===== src/rtl/fp_pkg.sv =====
//------------------------------------------------------------------------------
// Module   : fp_pkg
// Purpose  : Shared constants, state encoding, result struct and field-slicing
//            macros for the sequential single-precision multiplier.
// Contents : EXP_W / MANT_W / BIAS constants, derived widths, state_t enum,
//            special_t struct, FP_SIGN / FP_EXP / FP_FRAC field macros.
// Revision : 1.0 - initial release
//------------------------------------------------------------------------------
`default_nettype none

`ifndef FP_PKG_FIELD_MACROS
`define FP_PKG_FIELD_MACROS
`define FP_SIGN(x) (x[31])
`define FP_EXP(x)  (x[30:23])
`define FP_FRAC(x) (x[22:0])
`endif

package fp_pkg;

    localparam int EXP_W  = 8;
    localparam int MANT_W = 23;
    localparam int BIAS   = 127;

    // Significand with hidden bit, full product, and signed exponent-sum widths
    localparam int SIG_W  = MANT_W + 1;
    localparam int PROD_W = 2 * SIG_W;
    localparam int EXPS_W = EXP_W + 2;

    // All-ones exponent marks Inf/NaN
    localparam logic [EXP_W-1:0] EXP_MAX = {EXP_W{1'b1}};

    typedef enum logic [1:0] {
        ST_IDLE = 2'd0,
        ST_MULT = 2'd1,
        ST_NORM = 2'd2,
        ST_DONE = 2'd3
    } state_t;

    typedef struct packed {
        logic        exception;
        logic [31:0] result;
    } special_t;

    // Outcome for an operand pair that contains Inf/NaN or zero.
    // Inf/NaN wins over zero.
    function automatic special_t special_result(input logic sign, input logic is_inf);
        special_t r;
        if (is_inf) begin
            r.exception = 1'b1;
            r.result    = 32'd0;
        end else begin
            r.exception = 1'b0;
            r.result    = {sign, 31'd0};
        end
        return r;
    endfunction

endpackage

`default_nettype wire


===== src/rtl/fp_mul_sequencer_if.sv =====
//------------------------------------------------------------------------------
// Module   : fp_mul_sequencer_if
// Purpose  : Operand/result handshake bundle for fp_mul_sequencer.
// Signals  : in_valid/in_ready/a/b   - operand side
//            out_valid/out_ready/result/exception - result side
//            busy                    - sequencer status
// Modports : master (producer/consumer side), slave (sequencer side)
// Revision : 1.0 - initial release
//------------------------------------------------------------------------------
`default_nettype none

interface fp_mul_sequencer_if;

    logic        in_valid;
    logic        in_ready;
    logic [31:0] a;
    logic [31:0] b;
    logic        out_valid;
    logic        out_ready;
    logic [31:0] result;
    logic        exception;
    logic        busy;

    modport master (
        output in_valid, a, b, out_ready,
        input  in_ready, out_valid, result, exception, busy
    );

    modport slave (
        input  in_valid, a, b, out_ready,
        output in_ready, out_valid, result, exception, busy
    );

endinterface

`default_nettype wire


===== src/rtl/fp_mant_shiftadd.sv =====
//------------------------------------------------------------------------------
// Module   : fp_mant_shiftadd
// Purpose  : Iterative 24x24 shift-add significand multiplier, one multiplier
//            bit per step, LSB first.
// Ports    : clk, rst      - clock, synchronous active-high reset
//            start_i       - clear accumulator and counter
//            step_i        - perform one shift-add iteration
//            mant_a_i/b_i  - significands including hidden bit
//            acc_o         - 48-bit product accumulator
//            done_o        - all 24 iterations complete (held until start_i)
// Revision : 1.0 - initial release
//------------------------------------------------------------------------------
`default_nettype none

module fp_mant_shiftadd
    import fp_pkg::*;
(
    input  logic              clk,
    input  logic              rst,
    input  logic              start_i,
    input  logic              step_i,
    input  logic [SIG_W-1:0]  mant_a_i,
    input  logic [SIG_W-1:0]  mant_b_i,
    output logic [PROD_W-1:0] acc_o,
    output logic              done_o
);

    logic [PROD_W-1:0] acc_q;
    logic [4:0]        cnt_q;
    logic              done_q;

    always_ff @(posedge clk) begin
        if (rst || start_i) begin
            acc_q  <= '0;
            cnt_q  <= '0;
            done_q <= 1'b0;
        end else if (step_i && !done_q) begin
            if (mant_b_i[cnt_q]) begin
                acc_q <= acc_q + ({{SIG_W{1'b0}}, mant_a_i} << cnt_q);
            end
            // Counter parks on the last index; done holds the FSM off.
            if (cnt_q == 5'(SIG_W - 1)) begin
                done_q <= 1'b1;
            end else begin
                cnt_q <= cnt_q + 5'd1;
            end
        end
    end

    assign acc_o  = acc_q;
    assign done_o = done_q;

endmodule

`default_nettype wire


===== src/rtl/fp_mul_sequencer.sv =====
//------------------------------------------------------------------------------
// Module   : fp_mul_sequencer
// Purpose  : Multi-cycle IEEE-754 single-precision multiply controller.
//            Unpacks operands, runs the shift-add significand multiplier,
//            then normalizes, rounds (half-up) and packs the product.
// Ports    : clk  - clock
//            rst  - synchronous active-high reset
//            bus  - fp_mul_sequencer_if.slave operand/result handshake
// Config   : FP_MUL_ZERO_BYPASS_EN - when defined, zero/Inf/NaN operands skip
//            MULT/NORM and go straight to DONE (1-edge latency).
// Revision : 1.0 - initial release
//------------------------------------------------------------------------------
`default_nettype none

module fp_mul_sequencer
    import fp_pkg::*;
(
    input  logic              clk,
    input  logic              rst,
    fp_mul_sequencer_if.slave bus
);

    state_t state_q, state_d;

    logic              sign_q;
    logic [EXPS_W-1:0] exp_sum_q;
    logic [SIG_W-1:0]  mant_a_q, mant_b_q;
    logic              inf_q, zero_q;
    logic [31:0]       result_q, result_d;
    logic              exception_q, exception_d;

    logic              mul_start, mul_step, mul_done;
    logic [PROD_W-1:0] acc;

    // Operand decode straight off the bus
    logic [EXP_W-1:0] w_a_exp, w_b_exp;
    logic             w_sign, w_in_inf, w_in_zero, w_accept;

    assign w_a_exp   = `FP_EXP(bus.a);
    assign w_b_exp   = `FP_EXP(bus.b);
    assign w_sign    = `FP_SIGN(bus.a) ^ `FP_SIGN(bus.b);
    assign w_in_inf  = (w_a_exp == EXP_MAX) || (w_b_exp == EXP_MAX);
    assign w_in_zero = (w_a_exp == '0) || (w_b_exp == '0);
    assign w_accept  = (state_q == ST_IDLE) && bus.in_valid;

    fp_mant_shiftadd u_mant (
        .clk      (clk),
        .rst      (rst),
        .start_i  (mul_start),
        .step_i   (mul_step),
        .mant_a_i (mant_a_q),
        .mant_b_i (mant_b_q),
        .acc_o    (acc),
        .done_o   (mul_done)
    );

    // Normalize / round on the finished product
    logic [SIG_W-1:0]  w_mant_sel;
    logic              w_rnd;
    logic [SIG_W:0]    w_mant_rnd;
    logic [SIG_W-1:0]  w_mant_fin;
    logic [EXPS_W-1:0] w_exp_fin;
    logic              w_ovf, w_unf;

    always_comb begin
        if (acc[PROD_W-1]) begin
            w_mant_sel = acc[PROD_W-1:SIG_W];
            w_rnd      = acc[SIG_W-1];
        end else begin
            w_mant_sel = acc[PROD_W-2:SIG_W-1];
            w_rnd      = acc[SIG_W-2];
        end
        w_mant_rnd = {1'b0, w_mant_sel} + {{SIG_W{1'b0}}, w_rnd};
        // A rounding carry-out can only yield 1.000..0, so shifting right is exact
        w_mant_fin = w_mant_rnd[SIG_W] ? w_mant_rnd[SIG_W:1] : w_mant_rnd[SIG_W-1:0];
        w_exp_fin  = exp_sum_q
                   + {{(EXPS_W-1){1'b0}}, acc[PROD_W-1]}
                   + {{(EXPS_W-1){1'b0}}, w_mant_rnd[SIG_W]};
        // Significand always carries the hidden bit here, so it is never zero
        w_ovf = $signed(w_exp_fin) >= $signed(EXPS_W'(255));
        w_unf = $signed(w_exp_fin) <= $signed(EXPS_W'(0));
    end

    // Next-state and control
    always_comb begin
        state_d     = state_q;
        result_d    = result_q;
        exception_d = exception_q;
        mul_start   = 1'b0;
        mul_step    = 1'b0;
        case (state_q)
            ST_IDLE: begin
                if (bus.in_valid) begin
                    mul_start = 1'b1;
                    state_d   = ST_MULT;
`ifdef FP_MUL_ZERO_BYPASS_EN
                    if (w_in_inf || w_in_zero) begin
                        state_d     = ST_DONE;
                        result_d    = special_result(w_sign, w_in_inf).result;
                        exception_d = special_result(w_sign, w_in_inf).exception;
                    end
`endif
                end
            end
            ST_MULT: begin
                if (mul_done) state_d = ST_NORM;
                else          mul_step = 1'b1;
            end
            ST_NORM: begin
                state_d = ST_DONE;
                if (inf_q || zero_q) begin
                    result_d    = special_result(sign_q, inf_q).result;
                    exception_d = special_result(sign_q, inf_q).exception;
                end else if (w_ovf || w_unf) begin
                    result_d    = 32'd0;
                    exception_d = 1'b1;
                end else begin
                    result_d    = {sign_q, w_exp_fin[EXP_W-1:0], w_mant_fin[MANT_W-1:0]};
                    exception_d = 1'b0;
                end
            end
            ST_DONE: begin
                if (bus.out_ready) state_d = ST_IDLE;
            end
            default: state_d = ST_IDLE;
        endcase
    end

    always_ff @(posedge clk) begin
        if (rst) begin
            state_q     <= ST_IDLE;
            result_q    <= 32'd0;
            exception_q <= 1'b0;
            sign_q      <= 1'b0;
            exp_sum_q   <= '0;
            mant_a_q    <= '0;
            mant_b_q    <= '0;
            inf_q       <= 1'b0;
            zero_q      <= 1'b0;
        end else begin
            state_q     <= state_d;
            result_q    <= result_d;
            exception_q <= exception_d;
            if (w_accept) begin
                sign_q    <= w_sign;
                exp_sum_q <= {2'b00, w_a_exp} + {2'b00, w_b_exp} - EXPS_W'(BIAS);
                mant_a_q  <= {1'b1, `FP_FRAC(bus.a)};
                mant_b_q  <= {1'b1, `FP_FRAC(bus.b)};
                inf_q     <= w_in_inf;
                zero_q    <= w_in_zero;
            end
        end
    end

    assign bus.in_ready  = (state_q == ST_IDLE);
    assign bus.out_valid = (state_q == ST_DONE);
    assign bus.busy      = (state_q != ST_IDLE);
    assign bus.result    = result_q;
    assign bus.exception = exception_q;

endmodule

`default_nettype wire


===== src/flat_wrapper.sv =====
// flat-port wrapper written by rule: the top's interface ports become plain ports
module fp_mul_sequencer_flat import fp_pkg::*;
  (clk, rst, bus_in_valid, bus_a, bus_b, bus_out_ready, bus_in_ready, bus_out_valid, bus_result, bus_exception, bus_busy);
  fp_mul_sequencer_if bus_i ();
  input  logic clk;
  input  logic rst;
  input wire logic [$bits(bus_i.in_valid)-1:0] bus_in_valid;
  input wire logic [$bits(bus_i.a)-1:0] bus_a;
  input wire logic [$bits(bus_i.b)-1:0] bus_b;
  input wire logic [$bits(bus_i.out_ready)-1:0] bus_out_ready;
  output wire logic [$bits(bus_i.in_ready)-1:0] bus_in_ready;
  output wire logic [$bits(bus_i.out_valid)-1:0] bus_out_valid;
  output wire logic [$bits(bus_i.result)-1:0] bus_result;
  output wire logic [$bits(bus_i.exception)-1:0] bus_exception;
  output wire logic [$bits(bus_i.busy)-1:0] bus_busy;
  assign bus_i.in_valid = bus_in_valid;
  assign bus_i.a = bus_a;
  assign bus_i.b = bus_b;
  assign bus_i.out_ready = bus_out_ready;
  assign bus_in_ready = bus_i.in_ready;
  assign bus_out_valid = bus_i.out_valid;
  assign bus_result = bus_i.result;
  assign bus_exception = bus_i.exception;
  assign bus_busy = bus_i.busy;
  fp_mul_sequencer u_core (.clk(clk), .rst(rst), .bus(bus_i));
endmodule

===== config.mk =====
export PLATFORM = sky130hd
export DESIGN_NAME = fp_mul_sequencer_flat
export DESIGN_NICKNAME = d
export VERILOG_FILES = /design/src/rtl/fp_pkg.sv /design/src/rtl/fp_mul_sequencer_if.sv /design/src/rtl/fp_mant_shiftadd.sv /design/src/rtl/fp_mul_sequencer.sv /design/src/flat_wrapper.sv
export SDC_FILE = /design/constraint.sdc
export NUM_CORES = 1
export LEC_CHECK = 0
export CAP_MARGIN = 25
export CORE_MARGIN = 2
export CORE_UTILIZATION = 40
export CTS_BUF_LIST = sky130_fd_sc_hd__clkbuf_4 sky130_fd_sc_hd__clkbuf_8
export DETAILED_ROUTE_END_ITERATION = 10
export SYNTH_ARGS = -nofsm -noshare
export SYNTH_HDL_FRONTEND = slang
export SYNTH_HIERARCHICAL = 1
export SYNTH_SLANG_ARGS = --single-unit

===== constraint.sdc =====
create_clock -name clk -period 6.3 [get_ports clk]
set_input_delay 0.63 -clock clk [delete_from_list [all_inputs] [get_ports clk]]
set_output_delay 0.63 -clock clk [all_outputs]
set_load 0.01 [all_outputs]

==> results.cfg <==
[worst_setup_path]
end_kind = flip-flop
slowest_delay_ps = 610
crit_chain = buf_4, nand2b_1, nand2_1, ha_1, and4_4, nand4_4, nor3_1, nand2_1, xnor2_1, ha_1, a31o_2, ha_1, nand2_1, nor3_1, nand2_1, a2111o_1, nand3_1, nand4_4, o31ai_1
path_depth = 19
start_kind = flip-flop
path_common_cell = nand2_1
reg2regPathDepth = 19
crit_required_ps = 6680
critPathTopFamily = simple AND/OR/NAND/NOR gates
worstSetupStartpoint = u_core/u_mant/acc_o[47]
arrival_ps = 5510
cp_max_fo = 45
path_class = reg2reg
slowest_stage = nor3_1
rr_startpoint = u_core/u_mant/acc_o[47]
crit_buf_inv = 1

[yosys]
synthDistinctLibCells = 82
synth_area_um2 = 11740
synth_edf_count = 0
yosys_warnings = 6
synth_area_leader_cell = dfxtp_1
synth_top_cell_area_share_pct = 25.40
syn_avg_cell_area_um2 = 7.626
synth_nets = 1681
ys_seq_area_share_pct = 25.40
synthFlopType = dfxtp_1
ys_top_cells_by_area = dfxtp_1 25%, nand2_1 8.3%, ha_1 7.6%
ys_seq_elements = 149
synthArstFlopShare_pct = 0
syn_inst = 1540

[power_and_ir_drop]
p_per_area_nw_per_um2 = 229.1
peakVddDrop_mv = 0.1347
p_leak_nw = 4.907

[timing]
fin_crit_ps = 5128
postLayoutSetupSlackWorst_ps = 1172
tns_ps = 0
skew_ps = 12.49
rsz0062_at_grt = no
setup-violations-final = 0
fmax_mhz = 195.0
drv_slew = 0
maxSlewHeadroom_pct = 48.56
finalCritPeriodShare_pct = 81.39
tightest_slew_ps = 771.5
finalHoldViolCount = 0

[final_layout]
n_fill_cell = 2879
final_common_cell = nand2_1
finalNetCount = 1711
area_growth_pct = 13.59
layout-drive-gt1-share_pct = 7.517
n_antenna_cell = 0
layout_common_cells = 258 x nand2_1, 147 x dfxtp_1, 143 x a21oi_1, 136 x nor2_1, 102 x clkdlybuf4s50_1
final-instance-count-excl-fill = 1967

[clock_tree]
cts_buffer_depth = 2
cts_setup_buffers = 0
clk_latency_ps = 460
numCtsBuffers = 17
clkTransAtPathRegs_ps = 90
clock_sinks = 149
cts_tree = yes
cts_root_buf = clkbuf_8
cts_max_level = 4
cts_hold_buf = 0
cts_resized = 0

[outcome]
status = completed

[routing]
drtIter0Drc = 792
vias_per_cell = 5.655
drt-pass1-iter-count = 5
drc_errors = 0
wire_per_inst_um = 16.64
routed_wl_mm = 32.72
drtAntennaViolNets = 0
vias = 11120

[die]
die_y_um = 175.3
core_area_um2 = 28780
ios = 104
start_util_pct = 40.81
std_cell_rows = 62
fp.dieW_um = 175.3
die_area_um2 = 30750

[job]
drv_cap = 0

[global_routing]
antenna_found_initial = 0
grt_pass1_vias = 10260
overflow = 0
grt_max_degree = 74
grt_pass1_wl_mm = 53.25
track_usage_pct = 21.14

[place]
dp_slack_ps = 1244
place_congestion = 0.8953
dp.cells = 1935
port_buffers = 103
post-dp-hpwl_mm = 24.57

[min_path]
whs_path_depth = 2
min-delay-start = u_core/bus.result[26]
hp-class = reg2reg
[cells by family after synthesis]
| family | share of synthesized area (%) |
|---|---|
| XOR/XNOR | 5.519 |
| AND/OR/NAND/NOR | 24.14 |
| AO/OA/AOI/OAI | 22.07 |
| multiplexers | 10.15 |
| adder cells (fa/ha/maj) | 7.905 |
| flip-flops | 25.40 |
| buffers and inverters | 4.816 |
[cell usage after synthesis, drive strengths merged (4+ instances only)]
| cell | n |
|---|---|
| o22a | 4 |
| and3 | 15 |
| o31ai | 13 |
| nand4 | 37 |
| o41ai | 9 |
| mux4 | 20 |
| clkbuf | 62 |
| or4 | 4 |
| mux2 | 22 |
| xor2 | 20 |
| and2 | 15 |
| a211oi | 16 |
| o211ai | 7 |
| a21oi | 143 |
| nand2b | 11 |
| o21ai | 86 |
| a31oi | 15 |
| o21bai | 10 |
| ha | 71 |
| o2111ai | 4 |
| nor4b | 4 |
| dfxtp | 149 |
| a221oi | 4 |
| a32oi | 4 |
| a2111oi | 4 |
| or3 | 8 |
| mux2i | 49 |
| nor2b | 8 |
| a211o | 4 |
| and4 | 7 |
| nand2 | 259 |
| a21o | 30 |
| inv | 32 |
| xnor2 | 54 |
| nand3 | 51 |
| nor4 | 14 |
| nor3 | 34 |
| nor2 | 137 |
| o22ai | 12 |
| buf | 44 |
[worst reg2reg max path: cells and delay by family (launching register included)]
| kind | cells | cell delay [ps] |
|---|---|---|
| XOR/XNOR | 1 | 210 |
| adder cells (fa/ha/maj) | 3 | 690 |
| buffers and inverters | 1 | 290 |
| AO/OA/AOI/OAI | 3 | 850 |
| flip-flops | 1 | 340 |
| AND/OR/NAND/NOR | 11 | 2680 |
[per-layer routing]
layer  track usage (%)  vias up  wire length [um]
li1                  -     5631                 -
met1             30.35     5214             16210
met2             33.15      252             14880
met3             3.117       26              1317
met4             5.313        0               317
met5                 0        -                 0
[registers in the layout, indices dropped and copies added, names as in the netlist]
| name | count |
|---|---|
| u_core/mant_a_q | 24 |
| u_core/mant_b_q | 23 |
| u_core/u_mant/acc_o | 48 |
| u_core/zero_q | 1 |
| u_core/bus.exception | 1 |
| u_core/bus.result | 32 |
| u_core/sign_q | 1 |
| u_core/u_mant/done_o | 1 |
| u_core/exp_sum_q | 10 |
| u_core/state_q | 2 |
| u_core/u_mant/cnt_q | 5 |
| u_core/inf_q | 1 |
[where the power goes]
part           internal (mW)  switching [mW]
sequential              1.04           0.124
clock                  0.372           0.397
combinational          0.451           0.674
total                   1.86            1.20
[per-stage QoR]
| step | hold slack [ps] | power (mW) | util (%) | instance area [um2] |
|---|---|---|---|---|
| after floorplan | 433.1 | 1.974 | - | 11740 |
| after CTS | 454.3 | 3.080 | 46.35 | 13340 |
| after global routing | 474.6 | 3.262 | 46.35 | 13340 |
| final | 454.1 | 3.056 | 46.35 | 13340 |
| after detailed placement | 434.5 | 2.302 | 44.95 | 12940 |
| after global placement | 437.4 | 2.287 | 44.90 | 12920 |
[worst paths after layout]
kind                            to  slack [ps]
max          u_core/bus.result[11]        1170
min          u_core/bus.result[26]         450
max reg2reg  u_core/bus.result[11]        1170
min reg2reg  u_core/bus.result[26]         450
[cell type report]
type                            count  area, um2  share of cell area (%)
Clock inverter                     13      148.9                   1.116
Inverter                           32      120.1                  0.9004
Sequential cell                   149       2985                   22.38
Tap cell                          384      480.5                   3.602
Multi-Input combinational cell   1253       8212                   61.56
Timing Repair Buffer              117       1139                   8.535
Clock buffer                       19      255.2                   1.913
Power figures use the tool's default switching activity.
